File: config.mk
export PLATFORM = sky130hd
export DESIGN_NAME = prbs_loss_window
export DESIGN_NICKNAME = d
export VERILOG_FILES = /design/src/rtl/prbs_pkg.sv /design/src/rtl/prbs_loss_window.sv
export SDC_FILE = /design/constraint.sdc
export NUM_CORES = 1
export LEC_CHECK = 0
export CORE_AREA = 3 3 40 42
export CTS_CLUSTER_DIAMETER = 150
export CTS_CLUSTER_SIZE = 8
export DETAILED_ROUTE_END_ITERATION = 12
export DIE_AREA = 0 0 43 45
export PLACE_DENSITY = 0.73
export RECOVER_POWER = 100
export SLEW_MARGIN = 30
export SYNTH_ARGS = -nofsm -noshare
export SYNTH_HDL_FRONTEND = slang
export SYNTH_SLANG_ARGS = --single-unit
File: constraint.sdc
create_clock -name clk -period 3.7 [get_ports clk]
set_input_delay 0.37 -clock clk [delete_from_list [all_inputs] [get_ports clk]]
set_output_delay 0.37 -clock clk [all_outputs]
set_load 0.1 [all_outputs]
File: src/rtl/prbs_pkg.sv
// Shared types and defaults for the PRBS receive checker.
// Latency: n/a (types, constants and a state decode helper only).
// Backpressure: n/a.
package prbs_pkg;

  // FSM encoding; 2'd3 is never written and decodes to HUNT.
  typedef enum logic [1:0] {
    HUNT   = 2'd0,
    SYNC   = 2'd1,
    LOCKED = 2'd2
  } prbs_state_e;

  localparam int DEF_N        = 32;
  localparam int DEF_LOCK_CNT = 64;
  localparam int DEF_LOSS_WIN = 128;
  localparam int DEF_LOSS_ERR = 8;
  localparam int DEF_CW       = 16;

  // Map a raw state code onto the enum, folding the unused code into HUNT.
  function automatic prbs_state_e prbs_decode(input logic [1:0] code);
    case (code)
      2'd1:    return SYNC;
      2'd2:    return LOCKED;
      default: return HUNT;
    endcase
  endfunction

endpackage

File: src/rtl/prbs_loss_window.sv
// Loss-of-lock detector: counts valid bits and mismatches over a sliding block of LOSS_WIN bits.
// Latency: loss is combinational on the offending bit; counters update on the next edge.
// Backpressure: none; en qualifies each bit, counters hold while en is low.
//
// Ports:
//   clk, rst_n : clock, async active-low reset
//   clr        : synchronous clear of both counters
//   en         : a bit is being judged this cycle
//   mis        : that bit mismatched the prediction
//   loss       : this bit is the LOSS_ERR-th error of the current window
module prbs_loss_window
  import prbs_pkg::*;
#(
  parameter int LOSS_WIN = DEF_LOSS_WIN,
  parameter int LOSS_ERR = DEF_LOSS_ERR
) (
  input  logic clk,
  input  logic rst_n,
  input  logic clr,
  input  logic en,
  input  logic mis,
  output logic loss
);

  localparam int BW = $clog2(LOSS_WIN + 1);
  localparam int EW = $clog2(LOSS_ERR + 1);

  logic [BW-1:0] r_bits;
  logic [EW-1:0] r_errs;
  logic          w_wrap;

  assign w_wrap = (r_bits == BW'(LOSS_WIN - 1));

  // Judged on the incoming bit, so an error landing on the wrap bit still counts
  // towards the window that is closing.
  assign loss = en & ~clr & mis & (r_errs == EW'(LOSS_ERR - 1));

  always_ff @(posedge clk or negedge rst_n) begin
    if (!rst_n) begin
      r_bits <= '0;
      r_errs <= '0;
    end else if (clr || loss || (en && w_wrap)) begin
      r_bits <= '0;
      r_errs <= '0;
    end else if (en) begin
      r_bits <= r_bits + BW'(1);
      r_errs <= r_errs + EW'(mis);
    end
  end

endmodule

; ---- After elaboration in Yosys (flattened, before gate mapping)
; Cells that the tools add are included.
; Widths: inputs -> output; s select.
[word_totals]
elab_cells = 18
inputBits = 5
ff_bits = 12
[classes]
bitwise = 4
n_reduce_logical = 4
muxes = 4
add_sub_neg = 2
n_eq_ne = 2
[op_table]
columns = op, count
row1 = $mux 8, 2
row2 = $add 8x1->8 const B, 1
row3 = $eq 8x7->1 const B, 1
row4 = $mux 4, 2
row5 = $add 4x1->4, 1
row6 = $eq 4x3->1 const B, 1
row7 = $and 1x1->1, 3
row8 = $logic_or 1x1->1, 2
row9 = $reduce_bool 2->1, 1
row10 = $logic_and 1x1->1, 1
row11 = $not 1->1, 1

; ---- Logic depth before layout (Yosys ltp)
[depth]
word_depth = 7
ltp_mapped = 7
mapped_depth_nobuf = 5

; ---- Worst setup path before layout
; Ideal clock, no wire load.
[synth_timing]
path_kind = register to register
start = register r_bits[0]
end = register r_bits[0]
setup_ns = 0.125
setup_slack_ns = 1.743
synth_period_minus_slack_ns = 1.957
t_arrival_ns = 1.833
path_buffers = 2
path_stages_with_launch = 8
cell_sequence = dfrtp_1 -> ha_1 -> nand3_2 -> or4b_4 -> buf_6 -> and2_4 -> buf_6 -> mux2_2
[synth_between]
elab_chain_len = 4
[synth_lines]
columns = item, line_no
row1 = start: declaration, prbs_loss_window.sv:28  ; logic [BW-1:0] r_bits;
row2 = start signal: assignment, prbs_loss_window.sv:46  ; r_bits <= r_bits + BW'(1);
row3 = "parallel branches: the longest is 4 deep, another holds $add 8x1->8", --
; Several ways; the timed one is not identified. The select of a mux whose other input is x is not followed.
; A chain may end at the register's enable or synchronous reset.

; ---- Final worst setup path
[layout_timing]
start = input port mis
end = output port loss
[layout_between]
elab_chain_len = 2
[layout_lines]
columns = item, line_no
row1 = start: declaration, prbs_loss_window.sv:21  ; input logic mis,
row2 = $and 1x1->1 (2 in a row), prbs_loss_window.sv:36  ; assign loss = en & ~clr & mis & (r_errs == EW'(LOSS_ERR - 1));
row3 = end: declaration, prbs_loss_window.sv:22  ; output logic loss
; No other way between the ends.

==> flow_summary_export.csv <==
group,metric,value,unit
placed_design,place_hpwl,997,microns
sta,timing.hold.ws,0.508,ns
grt,grt_max_degree,14,
drt,wl_per_cell,15.1,microns
floorplanning,die-area,0.00194,sq mm
yosys,ys_types,28,
placed_design,gp_congestion,0.792,
sta,skew,0.000923,ns
worst_setup_path,r2r_end,"r_bits[0]",
drt,dr.pass1.iters,4,
yosys,synth_nets,77,
worst_setup_path,ff2ff_path_depth,5,
floorplanning,io_pins,6,
pwr,leakage,0.332,nW
worst_setup_path,worstSetupStartpointType,"primary input",
grt,antenna_found_initial,0,
min_path,whs_endpoint,"r_errs[2]",
finish,drive_above_1_share,0.0946,
clock_tree,cts_sinks,12,
worst_setup_path,rr_startpoint,"r_bits[0]",
pwr,power,242,uW
finish,area_growth,6.81,%
yosys,syn_inst,69,
grt,grt_pass1_wl,2280,microns
worst_setup_path,rrSetupSlack,1.53,ns
min_path,min_path_cells,1,
run,maxCapViolCount,0,
finish,final_util,0.580,
clock_tree,cts_buffer_depth,2,
clock_tree,cts_buffers,3,
placed_design,dpl_worst_slack,1.66,ns
drt,routed_wirelength,1340,microns
drt,drt_iter0_drc,3,
grt,grt_pass1_vias,566,
pwr,peakVddDrop,0.000222,V
clock_tree,clk_latency,0.27,ns
sta,tns,0,ns
drt,drtAntennaViolNets,0,
yosys,yosys_register_bits,12,
sta,slew_violations,0,
finish,diodes,0,
clock_tree,cts_hold_buf,0,
floorplanning,die_h,45,microns
drt,drc,0,
worst_setup_path,crit_type,"in -> out",
grt,grt-ovfl-total,0,
yosys,seq_area_frac_synth,0.430,
clock_tree,cts_root_buf,"clkbuf_4",
drt,vias,550,
yosys,avgSynthCellArea,10.1,sq um
placed_design,port-buffer-count,5,
worst_setup_path,cp.required,3.33,ns
worst_setup_path,end_kind,"primary output",
sta,fin_crit,2.66,ns
status,status,"complete, no violations",
clock_tree,cts_tree,"done",
sta,rsz0062_at_grt,"no",
clock_tree,h-tree-depth,1,
yosys,synth.cell_area,698,sq um
clock_tree,post_cts_resized,0,
sta,max_slew_margin,0.228,
min_path,min_from,"r_errs[2]",
sta,tightest_slew,1.16,ns
drt,via_per_inst,6.18,
floorplanning,core,0.00128,sq mm
clock_tree,clkTransAtPathRegs,0.07,ns
worst_setup_path,worstPathMaxFanout,2,
floorplanning,num_rows,13,
sta,max_freq,375,MHz
clock_tree,postCtsSetupBuffers,0,
floorplanning,die_w,43,microns
grt,grt_usage,0.159,
worst_setup_path,cp.arrival,2.29,ns
sta,finalHoldViolCount,0,
sta,timing.final.crit_share,0.720,
finish,nFillCells,121,
yosys,yosysWarningCount,0,
floorplanning,start_util,0.543,
sta,setup_viol,0,
min_path,hold_class,"reg -> reg",
sta,setup_slack,1.04,ns
pwr,p_per_area,324,mW/mm^2
finish,num-nets-final,84,
cells in the mapped netlist:
| cell type | number | area, sq um |
|---|---|---|
| nor2_1 | 6 | 22.5 |
| and2_4 | 1 | 8.76 |
| a22o_1 | 5 | 43.8 |
| ha_1 | 3 | 37.5 |
| nand3_2 | 1 | 10.0 |
| o311a_1 | 1 | 10.0 |
| and2b_2 | 1 | 8.76 |
| buf_6 | 2 | 22.5 |
| a31o_2 | 1 | 8.76 |
| clkbuf_1 | 1 | 3.75 |
| and2_1 | 1 | 6.26 |
| nand2_1 | 5 | 18.8 |
| a31oi_1 | 4 | 25.0 |
| nand3_1 | 5 | 25.0 |
| or4b_4 | 1 | 13.8 |
| a21oi_1 | 2 | 10.0 |
| o21ai_0 | 1 | 5.00 |
| nor4_1 | 1 | 6.26 |
| nand4_1 | 1 | 6.26 |
| or3_1 | 1 | 6.26 |
| inv_1 | 4 | 15.0 |
| mux2_2 | 1 | 11.3 |
| a21o_1 | 1 | 7.51 |
| o2bb2ai_1 | 1 | 8.76 |
| a2bb2oi_1 | 1 | 8.76 |
| dfrtp_1 | 12 | 300 |
| mux2i_1 | 4 | 40.0 |
| and3_2 | 1 | 7.51 |
cells in the final DEF (no fill, tap or decap), drive strengths merged:
cell type,count
dfrtp,12
nand3,6
nor2,6
nand2,5
a22o,5
inv,4
a31oi,4
mux2i,4
clkbuf,4
ha,3
a21oi,2
clkdlybuf4s50,2
dlygate4sd3,2
and2,2
nor4,1
o311a,1
or4b,1
mux2,1
o21ai,1
or3,1
a21o,1
a31o,1
and3,1
o2bb2ai,1
nand4,1
and2b,1
a2bb2oi,1
cells by family (layout without fill, tap and decap cells):
| logic type | count (synthesis) | in the layout | synth area share |
|---|---|---|---|
| flip-flops | 12 | 12 | 0.430 |
| AND/OR/NAND/NOR | 25 | 25 | 0.201 |
| AO/OA/AOI/OAI | 17 | 17 | 0.183 |
| adder cells (fa/ha/maj) | 3 | 3 | 0.0538 |
| multiplexers | 5 | 5 | 0.0735 |
| buffers and inverters | 7 | 12 | 0.0591 |
metrics by stage:
step / cell area, sq um / std cells
6_report: 746 / 89
5_1_grt: 746 / 89
4_1_cts: 761 / 89
3_5_place_dp: 738 / 86
3_3_place_gp: 738 / 86
2_1_floorplan: 698 / 69
registers in the layout (all words and copies together), names as in the netlist:
name    count
r_errs      4
r_bits      8
per-layer routing:
metal  global-route usage  part of all wire  up-vias
li1                     -                 -      266
met1                0.183              0.44      267
met2                0.269              0.50       12
met3               0.0279             0.041        5
met4                0.108             0.022        0
met5                    0                 0        -
cell type report:
type                       instances  area [sq um]  share of cell area
sequential                        12           300               0.403
multi-input combinational         50           345               0.463
timing repair buffer               5          43.8              0.0587
clock buffer                       3          22.5              0.0302
inverter                           4          15.0              0.0201
tap                               15          18.8              0.0252
how the worst max path moves through the flow:
stage          startpoint   endpoint  slack [ns]  cells past startpoint
2_1_floorplan   r_bits[0]  r_bits[0]        1.74                      7
3_3_place_gp          clr       loss        1.66                      4
3_5_place_dp          clr       loss        1.66                      4
4_1_cts               clr       loss        1.66                      4
5_1_grt               mis       loss        0.90                      5
6_report              mis       loss        1.04                      5
critical path, stage by stage:
cell and delay, ns:
dlygate4sd3_1 0.55, nand2_1 0.07, nor4_1 0.26, and2_1 0.17, clkbuf_1 0.86
report_power, final:
part           leakage, nW  switching [mW]  internal [mW]
sequential           0.165         0.00353          0.134
clock               0.0138          0.0396         0.0376
combinational        0.153          0.0142         0.0122
Note: power is estimated with default switching activity, not from simulation.
